### config.mk
export PLATFORM = sky130hd
export DESIGN_NAME = load_store_unit
export DESIGN_NICKNAME = d
export VERILOG_FILES = /design/src/rtl/lsu_pkg.sv /design/src/rtl/lsu_align.sv /design/src/rtl/load_store_unit.sv
export SDC_FILE = /design/constraint.sdc
export NUM_CORES = 1
export LEC_CHECK = 0
export CORE_ASPECT_RATIO = 1.5
export CORE_MARGIN = 2
export CORE_UTILIZATION = 43
export DETAILED_ROUTE_END_ITERATION = 10
export GPL_ROUTABILITY_DRIVEN = 1
export GPL_TIMING_DRIVEN = 0
export PLACE_DENSITY_LB_ADDON = 0.3
export SLEW_MARGIN = 10
export SYNTH_ARGS = -nofsm -noshare
export SYNTH_HDL_FRONTEND = slang
export SYNTH_SLANG_ARGS = --single-unit
### constraint.sdc
create_clock -name clk -period 2.4 [get_ports clk]
set_clock_uncertainty 0.05 [all_clocks]
set_input_delay 0.48 -clock clk [delete_from_list [all_inputs] [get_ports clk]]
set_output_delay 0.48 -clock clk [all_outputs]
set_load 0.1 [all_outputs]
### src/rtl/lsu_pkg.sv
// lsu_pkg: funct3 encodings, FSM state type and access-check helper for the load/store unit.
package lsu_pkg;

    localparam logic [2:0] F3_B  = 3'b000;
    localparam logic [2:0] F3_H  = 3'b001;
    localparam logic [2:0] F3_W  = 3'b010;
    localparam logic [2:0] F3_BU = 3'b100;
    localparam logic [2:0] F3_HU = 3'b101;

    typedef enum logic [1:0] {IDLE, READ, WRITE, RESP} lsu_state_t;

    // Misaligned half/word, undefined funct3, or unsigned store.
    function automatic logic lsu_err(input logic we, input logic [2:0] f3, input logic [1:0] off);
        return (f3 == 3'b011) || (f3[2:1] == 2'b11) || (we && f3[2]) ||
               (f3[1:0] == 2'b01 && off[0]) || (f3 == F3_W && off != 2'b00);
    endfunction

endpackage

### src/rtl/lsu_align.sv
// lsu_align: byte/half lane extract-and-extend for loads and lane merge for sub-word stores.
module lsu_align
    import lsu_pkg::*;
(
    input  logic [1:0]  off,
    input  logic [2:0]  funct3,
    input  logic [31:0] word,
    input  logic [31:0] wdata,
    output logic [31:0] ld,
    output logic [31:0] st
);

    logic [4:0]  sh;
    logic [7:0]  b;
    logic [15:0] h;

    always_comb begin
        sh = {off, 3'b000};
        b  = 8'(word >> sh);
        h  = off[1] ? word[31:16] : word[15:0];
        ld = funct3 == F3_B  ? {{24{b[7]}}, b} :
             funct3 == F3_BU ? {24'h0, b} :
             funct3 == F3_H  ? {{16{h[15]}}, h} :
             funct3 == F3_HU ? {16'h0, h} : word;
        st = funct3 == F3_B ? (word & ~(32'hFF << sh)) | (32'(wdata[7:0]) << sh) :
             funct3 == F3_H ? (off[1] ? {wdata[15:0], word[15:0]} : {word[31:16], wdata[15:0]}) :
             wdata;
    end

endmodule

### src/rtl/load_store_unit.sv
// load_store_unit: multi-cycle RV32I load/store initiator for a word-addressed data memory,
// with read-modify-write sub-word stores and misaligned/illegal access rejection.
module load_store_unit
    import lsu_pkg::*;
#(
    parameter int DM_ADDRESS = 9,
    parameter int DATA_W     = 32
) (
    input  logic                  clk,
    input  logic                  rst_n,
    input  logic                  req_valid,
    output logic                  req_ready,
    input  logic                  req_we,
    input  logic [2:0]            req_funct3,
    input  logic [31:0]           req_addr,
    input  logic [DATA_W-1:0]     req_wdata,
    output logic                  resp_valid,
    output logic                  resp_err,
    output logic [DATA_W-1:0]     resp_rdata,
    output logic                  mem_read,
    output logic                  mem_write,
    output logic [DM_ADDRESS-1:0] mem_addr,
    output logic [DATA_W-1:0]     mem_wd,
    input  logic [DATA_W-1:0]     mem_rd
);

    lsu_state_t  state, next;
    logic        rdy_q, we_q, err_q, acc, req_err, unused_addr;
    logic [1:0]  off_q;
    logic [2:0]  f3_q;
    logic [31:0] ld, st;

    assign acc         = req_valid && req_ready;
    assign req_err     = lsu_err(req_we, req_funct3, req_addr[1:0]);
    assign unused_addr = ^req_addr[31:DM_ADDRESS+2];

    always_ff @(posedge clk or negedge rst_n) begin
        if (!rst_n)
            state <= IDLE;
        else
            state <= next;
    end

    always_comb begin
        next = state;
        case (state)
            IDLE:    next = !acc ? IDLE : req_err ? RESP : (req_we && req_funct3 == F3_W) ? WRITE : READ;
            READ:    next = we_q ? WRITE : RESP;
            WRITE:   next = RESP;
            default: next = IDLE;
        endcase
    end

    always_comb begin
        req_ready  = rdy_q;
        mem_read   = state == READ;
        mem_write  = state == WRITE;
        resp_valid = state == RESP;
        resp_err   = state == RESP && err_q;
    end

    lsu_align u_align (
        .off    (off_q),
        .funct3 (f3_q),
        .word   (mem_rd),
        .wdata  (mem_wd),
        .ld     (ld),
        .st     (st)
    );

    // mem_wd holds the raw store data until READ replaces it with the merged word.
    always_ff @(posedge clk or negedge rst_n) begin
        if (!rst_n) begin
            rdy_q      <= 1'b0;
            we_q       <= 1'b0;
            err_q      <= 1'b0;
            off_q      <= '0;
            f3_q       <= '0;
            mem_addr   <= '0;
            mem_wd     <= '0;
            resp_rdata <= '0;
        end else begin
            rdy_q <= next == IDLE;
            if (acc) begin
                mem_addr <= req_addr[DM_ADDRESS+1:2];
                mem_wd   <= req_wdata;
                off_q    <= req_addr[1:0];
                f3_q     <= req_funct3;
                we_q     <= req_we;
                err_q    <= req_err;
            end
            if (state == READ && we_q)
                mem_wd <= st;
            if (state == READ && !we_q)
                resp_rdata <= ld;
        end
    end

endmodule

After elaboration in Yosys (flattened, before gate mapping)
Cells that the tools add are included.
{ "totals": {"regBits": 83, "input_bits": 103, "out_inout_bits": 78, "word_cells": 63} }
{ "classes": {"n_eq_ne": 12, "shifts": 3, "muxes": 15, "bitwise_logic": 3, "n_reduce_logical": 20} }
{ "op_table": {"columns": ["operator", "count"], "rows": [
  ["$mux W32", 9],
  ["$and A32 B32 Y32", 1],
  ["$not A32 Y32", 1],
  ["$or A32 B32 Y32", 1],
  ["$shl A8 B5 Y32", 1],
  ["$shl A8 B5 Y32 const A", 1],
  ["$shr A32 B5 Y8", 1],
  ["$mux W16", 1],
  ["$logic_and A1 B1 Y1", 8],
  ["$eq A2 B2 Y1 const B", 3],
  ["$eq A3 B2 Y1 const B", 2],
  ["$eq A3 B3 Y1 const B", 2],
  ["$mux W2", 3],
  ["$pmux W2 S3", 1],
  ["$eq A2 B1 Y1 const B", 2],
  ["$logic_not A2 Y1", 2],
  ["$logic_or A1 B1 Y1", 4],
  ["$reduce_bool A2 Y1", 2],
  ["$eq A3 B1 Y1 const B", 1],
  ["$logic_not A3 Y1", 1],
  ["$ne A3 B1 Y1 const B", 1],
  ["$ne A3 B2 Y1 const B", 1],
  ["$reduce_and A3 Y1", 1],
  ["$reduce_and A2 Y1", 1],
  ["other kinds (2)", 2]
]} }

Depth between registers and ports, before layout
Gate-level depths: netlist (run 1).
{ "logic_depth": {"ltp_word": 9, "mapped_depth": 9, "depth_no_buf": 6} }

Hierarchy
From an unflattened synthesis (run 1), not the netlist that was laid out.
{ "hier_totals": {"cells_unflattened": 500, "hier_area_um2": 5123.7} }
{ "modules_own_cells": {"columns": ["module", "n_inst", "cells_per_inst", "area_per_inst_um2"], "rows": [
  ["load_store_unit", 1, 265, 3649.8],
  ["lsu_align", 1, 235, 1473.9]
]} }

Worst setup path after synthesis (run 1)
Ideal clock, no wire load.
{ "synth_path": {"path_kind": "register to register", "startpoint": "register state[1]", "endpoint": "register mem_wd[14]", "setup_time_ns": 0.130, "arrival_ns": 2.501, "required_time_ns": 2.220, "slack_ns": -0.281, "stages_incl_launch_ff": 9, "n_path_buf": 2, "period_less_slack_ns": 2.681, "cell_sequence": "dfrtp_1 > inv_1 > ha_1 > nand2_1 > nor3_2 > or2_1 > buf_6 > buf_6 > o31ai_2"} }
{ "synth_between": {"elab_chain_cells": 4} }
{ "synth_lines": {"columns": ["element", "line_no", "text"], "rows": [
  ["from (decl)", "load_store_unit.sv:27", "lsu_state_t state, next;"],
  ["from (signal assigned)", "load_store_unit.sv:41", "state <= next;"],
  ["$eq A2 B1 Y1 (*)", null, null],
  ["net mem_read", "load_store_unit.sv:20", "output logic mem_read,"],
  ["$logic_and A1 B1 Y1 (*)", "load_store_unit.sv:92", "if (state == READ && we_q)"],
  ["$ne A3 B1 Y1 (no source line) (tied with other cells)", null, null],
  ["$reduce_and A3 Y1 (no source line)", null, null],
  ["to (signal assigned)", "load_store_unit.sv:86", "mem_wd <= req_wdata;"],
  ["to (signal assigned)", "load_store_unit.sv:93", "mem_wd <= st;"],
  ["to (decl)", "load_store_unit.sv:23", "output logic [DATA_W-1:0] mem_wd,"]
]} }
The timed path passes the listed nets; every way through them passes the cells marked *.
A chain may end at the register's enable or synchronous reset.

Worst setup path after layout (run 1)
{ "layout_path": {"startpoint": "register resp_rdata[12]", "endpoint": "output resp_rdata[12]"} }
{ "layout_lines": {"columns": ["element", "line_no", "text"], "rows": [
  ["from (decl)", "load_store_unit.sv:19", "output logic [DATA_W-1:0] resp_rdata,"],
  ["from (signal assigned)", "load_store_unit.sv:95", "resp_rdata <= ld;"]
]} }
No word-level cell between the ends.

==> flow_summary_export.csv, run 1 <==
group,metric,value,unit
place,dp_hpwl,11500,um
final_layout,finish.utilization,65.32,%
worst_setup_path,path_buf_inv,1,
floorplanning,ios,181,
floorplanning,fp.dieW,85.82,um
worst_setup_path,cpPeakStageDelay,1.14,ns
global_route,grt_pass1_wl,23680,um
synthesis,synthTopCellsByArea,"dfrtp_1, a21oi_1, nand2_1",
final_layout,n_antenna_cell,0,
job,drv_cap,0,
global_route,grt_pass1_vias,4496,
clock_tree,root_buffer,"clkbuf_16",
synthesis,synth_top_area_cell,"dfrtp_1",
final_layout,layout.nets,751,
run_status,failed_checks,"design-rule violations",
worst_setup_path,r2r-start,"state[1]",
route,wl_per_cell,19.97,um
timing,tns,0,ns
synthesis,syn-cell-area,0.004318,mm2
clock_tree,clk_path_buf_depth,2,
worst_setup_path,cp.required,1.87,ns
clock_tree,cts_tree,"yes",
worst_setup_path,end_kind,"output port",
worst_setup_path,rrSetupSlack,0.21,ns
clock_tree,cts_num_sinks,83,
final_layout,syn_to_final_growth,47.41,%
worst_setup_path,reg2regPathDepth,8,
worst_setup_path,cp.arrival,1.84,ns
synthesis,syn_inst,473,
synthesis,dominantRegCellSynth,"dfrtp_1",
synthesis,synth_edf_count,0,
timing,final_hold_viol_count,0,
timing,fin_crit_sh,98.77,%
timing,setup_viol,0,
route,drcViolationCount,11,
global_route,antenna_found_initial,0,
synthesis,async_flop_share,100.0,%
floorplanning,initial_core_util,44.31,%
floorplanning,dieArea,0.01088,mm2
global_route,grt_use_total,28.16,%
route,route.vias.total,4604,
worst_setup_path,worstSetupPathType,"reg2out",
clock_tree,cts_buffers,9,
timing,rsz0062_at_grt,"false",
floorplanning,dieHeight,126.7,um
synthesis,syn_area_per_cell,9.129,um2
synthesis,syn_nets,580,
worst_setup_path,regToRegEndpoint,"mem_wd[14]",
global_route,overflow,0,
synthesis,yosysWarnings,0,
worst_setup_path,cp_slowest_cell,"clkdlybuf4s50_1",
final_layout,regArea,0.002077,mm2
floorplanning,core-area,0.009744,mm2
timing,worstMarginPinSlew,1.013,ns
timing,period_needed,2.370,ns
min_path,min-delay-path-class,"in2async",
timing,fmax,0.4219,GHz
worst_setup_path,crit_fanout,2,
synthesis,ys_seq_area_share,48.10,%
timing,slew_viol_final,0,
clock_tree,clk_latency,0.33,ns
route,vias_per_cell,6.034,
clock_tree,clkSlewWorstSetupHoldPaths,0.06,ns
synthesis,synth_cell_types,44,
final_layout,drive_gt1_share,6.481,%
place,gp_congestion,0.8738,
final_layout,multi_input_area,0.002064,mm2
clock_tree,cts_max_level,3,
route,antenna_left,0,
place,portBuffers,159,
worst_setup_path,crit_path_cell_trace,"clkdlybuf4s50_1",
floorplanning,rows,44,
worst_setup_path,start_kind,"register",
timing,slew_headroom,32.33,%
synthesis,ys_ff_latch,83,
route,drtPass1Iterations,11,
worst_setup_path,cp_top_family,"buffers and inverters",
synthesis,netlist.area_leader.share,48.10,%
route,drt_wl_total,15240,um
route,drtIter0Drc,416,
final_layout,fillCellCount,799,
run_status,status,"finished, violations left",
global_route,grt_start_max_net_pins,50,
==> cells in the final DEF, fill, tap and decap left out, drive strengths merged, types with 2 or more instances in the layout <==
master         count
o2bb2ai            8
a221oi            10
a31o               3
buf               14
nand3              4
nor3               2
o31ai             17
or3                7
a211o              6
dfrtp             83
clkbuf            40
a22o               9
o22ai             14
a31oi              3
nand2b             4
a22oi             16
a21oi             49
and3               9
nor2b              5
o21ai             42
and3b              6
and2               3
ha                 4
nand4              2
nor2              53
dlygate4sd2       14
nand2             55
mux2i              7
inv                4
clkdlybuf4s50    125
dlymetal6s2s      15
clkinv             2
clkdlybuf4s15      2
==> state kept, by name, indices dropped and copies added, names as in the netlist <==
| register | count |
|---|---|
| err_q | 1 |
| f3_q | 3 |
| mem_addr | 9 |
| mem_wd | 32 |
| off_q | 2 |
| req_ready | 1 |
| resp_rdata | 32 |
| state | 2 |
| we_q | 1 |
==> synthesized netlist by cell type, types with 5 or more instances <==
library cell,n
a22oi_1,16
o31ai_1,15
a22o_1,9
o2bb2ai_1,8
nand2_1,54
buf_2,6
clkbuf_1,26
a211o_1,6
a21oi_1,47
nor2b_1,5
a221oi_1,10
nor2_1,53
dfrtp_1,83
and3b_1,6
and3_1,9
o21ai_0,40
or3_1,7
mux2i_1,7
o22ai_1,14
==> metrics by stage <==
step	hold slack (ns)	cells	cell area [um2]	setup WS, ns
global route	0.1705	763	6365	0.0003724
finish	0.1226	763	6365	0.02953
floorplan	0.1344	473	4322	0.03179
CTS	0.1379	763	6334	0.0002243
global placement	0.4102	747	6057	-2.082
detailed placement	0.4134	748	6075	-0.1450
==> layout make-up <==
| type | count | area share (%) |
|---|---|---|
| plain buffers | 38 | 2.615 |
| inverters | 4 | 0.2359 |
| repair buffers | 160 | 25.48 |
| flip-flops and latches | 83 | 32.63 |
| well taps | 115 | 2.261 |
| clock buffers | 12 | 3.715 |
| clock inverters | 3 | 0.6291 |
| multi-input cells | 348 | 32.44 |
==> routing by layer <==
layer | vias to the layer above | part of all wire, % | track usage (%)
li1 | 2070 | - | -
met4 | 0 | 4.4 | 12.51
met2 | 292 | 50 | 47.56
met3 | 57 | 7.7 | 4.164
met5 | - | 0 | 0
met1 | 2185 | 38 | 35.48
==> how the worst max path moves through the flow <==
| stage | start | endpoint | cells after the start |
|---|---|---|---|
| after floorplan | state[0] | resp_err | 2 |
| after global placement | rst_n | resp_rdata[10] | 1 |
| after detailed placement | req_valid | off_q[0] | 7 |
| after CTS | resp_rdata[0] | resp_rdata[0] | 1 |
| after global routing | resp_rdata[31] | resp_rdata[31] | 1 |
| final | resp_rdata[12] | resp_rdata[12] | 1 |
==> kinds of logic (layout without fill, tap and decap cells) <==
logic type                 after synthesis  after routing  synth area share, %
buffers and inverters                   42            217                4.172
and+or+nand+nor                        154            154                16.72
AOI/OAI and AO/OA                      181            181                27.44
muxes                                    9              9                2.405
DFF                                     83             83                48.10
adders and majority gates                4              4                1.159
==> what timing repair did <==
| action | CTS | global route |
|---|---|---|
| endpoints found under the hold margin | 0 | 0 |
| hold buffers | 0 | 0 |
| buffers inserted | 0 | 0 |
| setup endpoints to repair | 18 | 22 |
| gates resized for setup | 22 | 21 |
Power of run 1 is left out: the tool's default activity adds up to more than one toggle a clock period on the data nets, which glitch-free logic cannot reach.
==> run 2: changes to the inputs <==
--- a/config.mk
+++ b/config.mk
@@ -11,7 +11,7 @@
 export DETAILED_ROUTE_END_ITERATION = 10
 export GPL_ROUTABILITY_DRIVEN = 1
 export GPL_TIMING_DRIVEN = 0
-export PLACE_DENSITY_LB_ADDON = 0.3
+export PLACE_DENSITY = 0.8
 export SLEW_MARGIN = 10
 export SYNTH_ARGS = -nofsm -noshare
 export SYNTH_HDL_FRONTEND = slang
==> flow_summary_export.csv, run 2 (same netlist as run 1, synthesis figures left out) <==
group,metric,value,unit
final_layout,n_antenna_cell,0,
place,place_ws,-0.2047,ns
timing,slew_viol_final,0,
floorplanning,initial_core_util,44.31,%
floorplanning,fp.dieW,85.82,um
min_path,min-delay-path-class,"in2async",
worst_setup_path,crit_path_cell_trace,"clkdlybuf4s50_1",
job,drv_cap,0,
place,dp_hpwl,11970,um
global_route,grt_pass1_vias,4617,
run_status,failed_checks,"design-rule violations",
worst_setup_path,cp_slowest_cell,"clkdlybuf4s50_1",
worst_setup_path,end_kind,"output port",
final_layout,layout.nets,751,
floorplanning,dieArea,0.01088,mm2
place,gp_congestion,0.8739,
worst_setup_path,r2r-start,"state[1]",
floorplanning,ios,181,
floorplanning,rows,44,
worst_setup_path,cp_top_family,"buffers and inverters",
worst_setup_path,cp.arrival,1.85,ns
clock_tree,cts_max_level,3,
timing,slew_headroom,33.19,%
final_layout,multi_input_area,0.002064,mm2
timing,worstMarginPinSlew,1.006,ns
floorplanning,dieHeight,126.7,um
clock_tree,postCtsResizedCells,20,
final_layout,syn_to_final_growth,48.54,%
clock_tree,cts_tree,"yes",
run_status,status,"finished, violations left",
global_route,antenna_found_initial,0,
floorplanning,core-area,0.009744,mm2
worst_setup_path,regToRegEndpoint,"mem_wd[15]",
timing,rsz0062_at_grt,"false",
final_layout,fillCellCount,799,
timing,fin_crit_sh,99.23,%
clock_tree,hold_buffers,0,
route,drcViolationCount,11,
route,drtPass1Iterations,8,
worst_setup_path,path_buf_inv,1,
worst_setup_path,crit_fanout,2,
worst_setup_path,start_kind,"register",
clock_tree,root_buffer,"clkbuf_16",
worst_setup_path,worstSetupPathType,"reg2out",
global_route,grt_use_total,29.47,%
place,portBuffers,159,
clock_tree,clkSlewWorstSetupHoldPaths,0.06,ns
timing,final_hold_viol_count,0,
route,drtIter0Drc,451,
timing,period_needed,2.382,ns
final_layout,final_cell_mix,"clkdlybuf4s50_1, dfrtp_1, nand2_1",
route,vias_per_cell,6.073,
global_route,grt_pass1_wl,24570,um
worst_setup_path,cp.required,1.87,ns
clock_tree,clk_path_buf_depth,2,
route,wl_per_cell,20.78,um
clock_tree,clk_latency,0.34,ns
final_layout,finish.utilization,65.82,%
global_route,grt_start_max_net_pins,56,
clock_tree,cts_setup_buffers,0,
route,antenna_left,0,
final_layout,layout_commonest_cell,"clkdlybuf4s50_1",
worst_setup_path,cpPeakStageDelay,1.15,ns
worst_setup_path,rrSetupSlack,0.14,ns
clock_tree,cts_buffers,9,
timing,fmax,0.4199,GHz
final_layout,largestRegisters,"mem_wd (32), resp_rdata (32), mem_addr (9)",
route,drt_wl_total,15840,um
worst_setup_path,reg2regPathDepth,8,
final_layout,regArea,0.002077,mm2
global_route,overflow,0,
timing,setup_viol,0,
route,route.vias.total,4628,
final_layout,drive_gt1_share,6.337,%
clock_tree,cts_num_sinks,83,
timing,setup_ws,0.01847,ns
[run 2: cell types whose count changed in the layout (fill, tap and decap cells not counted)]
cell | previous run | this run
buf_12 | 1 | 0
buf_16 | 0 | 1
bufinv_16 | 1 | 2
clkbuf_1 | 28 | 27
clkbuf_2 | 3 | 2
clkdlybuf4s15_1 | 0 | 1
clkdlybuf4s50_1 | 125 | 122
clkinv_2 | 2 | 1
dlygate4sd2_1 | 14 | 12
dlymetal6s2s_1 | 15 | 20
[run 2: worst max path at each step]
| stage | startpoint | to | cells after the start |
|---|---|---|---|
| 2_1_floorplan | state[0] | resp_err | 2 |
| 3_3_place_gp | rst_n | resp_rdata[11] | 1 |
| 3_5_place_dp | req_valid | mem_addr[8] | 7 |
| 4_1_cts | resp_rdata[7] | resp_rdata[7] | 1 |
| 5_1_grt | mem_wd[24] | mem_wd[24] | 1 |
| 6_report | resp_rdata[0] | resp_rdata[0] | 1 |
[run 2: through the flow]
step | area (um2) | hold slack (ns) | cells | setup TNS [ns]
after global placement | 6057 | 0.4121 | 747 | -176.81
after global routing | 6414 | 0.04830 | 762 | 0
final | 6414 | 0.01731 | 762 | 0
after floorplan | 4322 | 0.1344 | 473 | 0
after detailed placement | 6082 | 0.3897 | 748 | -2.295
after CTS | 6365 | 0.03154 | 762 | 0
[run 2: layout make-up]
type	count	area share, %
Clock inverter	3	1.014
Sequential cell	83	32.38
Timing Repair Buffer	160	25.71
Inverter	4	0.2341
Tap cell	115	2.243
Clock buffer	11	3.629
Multi-Input combinational cell	348	32.19
Buffer	38	2.595
[run 2: layer usage]
metal	track usage, %	wire length (um)	up-vias
li1	-	-	2071
met3	5.921	1214	54
met4	14.66	735	0
met2	50.37	8060	269
met1	34.85	5825	2234
met5	0	0	-
Power of run 2 is left out for the same reason.
==> run 3: changes to the inputs <==
--- a/config.mk
+++ b/config.mk
@@ -11,7 +11,8 @@
 export DETAILED_ROUTE_END_ITERATION = 10
 export GPL_ROUTABILITY_DRIVEN = 1
 export GPL_TIMING_DRIVEN = 0
-export PLACE_DENSITY = 0.8
+export PLACE_DENSITY = 0.81
+export SKIP_CTS_REPAIR_TIMING = 1
 export SLEW_MARGIN = 10
 export SYNTH_ARGS = -nofsm -noshare
 export SYNTH_HDL_FRONTEND = slang
==> flow_summary_export.csv, run 3 (same netlist as run 1, synthesis figures left out) <==
group,metric,value,unit
floorplanning,initial_core_util,44.31,%
clock_tree,cts_tree,"yes",
route,antenna_left,0,
floorplanning,fp.dieW,85.82,um
global_route,grt_pass1_vias,4716,
final_layout,final_cell_mix,"clkdlybuf4s50_1, dfrtp_1, nand2_1",
worst_setup_path,crit_fanout,2,
place,portBuffers,159,
clock_tree,cts_num_sinks,83,
worst_setup_path,regToRegEndpoint,"mem_wd[15]",
run_status,failed_checks,"design-rule violations",
final_layout,layout_commonest_cell,"clkdlybuf4s50_1",
final_layout,largestRegisters,"mem_wd (32), resp_rdata (32), mem_addr (9)",
route,met2_length,7936,um
worst_setup_path,rrSetupSlack,0.13,ns
clock_tree,clkSlewWorstSetupHoldPaths,0.06,ns
route,drtPass1Iterations,9,
timing,setup_viol,0,
floorplanning,dieArea,0.01088,mm2
place,gp_congestion,0.9669,
timing,worstMarginPinSlew,1.019,ns
worst_setup_path,worstSetupPathType,"reg2out",
worst_setup_path,path_buf_inv,1,
clock_tree,cts_buffers,9,
route,met3_wirelength,1222,um
clock_tree,clk_path_buf_depth,2,
min_path,hold_end,"mem_addr[7]",
worst_setup_path,cp_slowest_cell,"clkdlybuf4s50_1",
min_path,hold_depth,2,
floorplanning,ios,181,
route,vias_per_cell,5.990,
global_route,antenna_found_initial,0,
clock_tree,cts_max_level,3,
timing,rsz0062_at_grt,"false",
clock_tree,root_buffer,"clkbuf_16",
route,drt_wl_total,15680,um
final_layout,drive_gt1_share,6.471,%
final_layout,regArea,0.002077,mm2
timing,fmax,0.4211,GHz
place,dp_hpwl,11780,um
route,drcViolationCount,13,
min_path,min-delay-path-class,"reg2reg",
final_layout,layout.nets,752,
worst_setup_path,end_kind,"output port",
timing,final_hold_viol_count,0,
timing,tns,0,ns
floorplanning,rows,44,
final_layout,fillCellCount,808,
worst_setup_path,cp.required,1.87,ns
global_route,grt_use_total,28.64,%
global_route,grt_start_max_net_pins,67,
route,top_layer,"met4",
route,route.vias.total,4576,
worst_setup_path,start_kind,"register",
floorplanning,core-area,0.009744,mm2
route,drt-met1-wl,5766,um
worst_setup_path,cp_top_family,"buffers and inverters",
global_route,overflow,0,
min_path,min_from,"mem_addr[7]",
clock_tree,clk_latency,0.34,ns
run_status,status,"finished, violations left",
job,drv_cap,0,
final_layout,n_antenna_cell,0,
timing,fin_crit_sh,98.95,%
timing,period_needed,2.375,ns
worst_setup_path,reg2regPathDepth,8,
worst_setup_path,cpPeakStageDelay,1.14,ns
route,wl_per_cell,20.52,um
timing,slew_headroom,31.99,%
final_layout,multi_input_area,0.002064,mm2
timing,slew_viol_final,0,
worst_setup_path,crit_cells,1,
floorplanning,dieHeight,126.7,um
worst_setup_path,r2r-start,"state[1]",
worst_setup_path,cp.arrival,1.84,ns
worst_setup_path,crit_path_cell_trace,"clkdlybuf4s50_1",
final_layout,syn_to_final_growth,49.41,%
route,drtIter0Drc,395,
global_route,grt_pass1_wl,24090,um
==> run 3: cell types whose count changed in the layout (fill, tap and decap cells not counted), sizes merged <==
| cell | before | now |
|---|---|---|
| dlygate4sd3 | 0 | 1 |
| dlymetal6s2s | 20 | 35 |
| bufinv | 2 | 0 |
| clkinv | 1 | 2 |
| clkdlybuf4s50 | 122 | 121 |
| clkbuf | 38 | 41 |
| dlygate4sd2 | 12 | 0 |
| clkdlybuf4s15 | 3 | 0 |
==> run 3: worst register-to-register path: stages (launching register included) <==
cell and delay (ns):
dfrtp_1 0.40, inv_1 0.09, ha_2 0.23, nand2_1 0.25, nor3_2 0.52, or2_1 0.21
buf_6 0.14, buf_6 0.15, o31ai_2 0.09
==> run 3: how the worst max path moves through the flow <==
stage / slack, ns / end / startpoint
global placement: -2.08 / resp_rdata[24] / rst_n
floorplan: 0.03 / resp_err / state[0]
detailed placement: -0.22 / mem_addr[4] / req_valid
CTS: -0.38 / resp_err / state[0]
finish: 0.03 / mem_wd[19] / mem_wd[19]
global route: 0.003 / resp_rdata[17] / resp_rdata[17]
==> run 3: metrics by stage <==
step / hold WS, ns / util (%) / setup slack [ns] / cell area [um2] / std cells
finish: 0.4241 / 66.20 / 0.02509 / 6451 / 764
global route: 0.4632 / 66.20 / 0.002506 / 6451 / 764
CTS: -0.03523 / 65.29 / -0.3753 / 6362 / 763
detailed placement: 0.3237 / 62.42 / -0.2190 / 6082 / 748
global placement: 0.4111 / 62.16 / -2.076 / 6057 / 747
floorplan: 0.1344 / - / 0.03179 / 4322 / 473
==> run 3: cell type report <==
class | count | area share (%)
buffer | 38 | 2.580
clock buffer | 13 | 4.189
clock inverter | 2 | 0.1552
inverter | 4 | 0.2327
multi-input combinational | 348 | 32.00
sequential | 83 | 32.20
tap | 115 | 2.230
timing repair buffer | 161 | 26.42
==> run 3: metal layers <==
metal / track usage, % / vias up
li1: - / 2066
met1: 33.23 / 2199
met2: 48.62 / 255
met3: 6.311 / 56
met4: 15.50 / 0
met5: 0 / -
Power of run 3 is left out for the same reason.
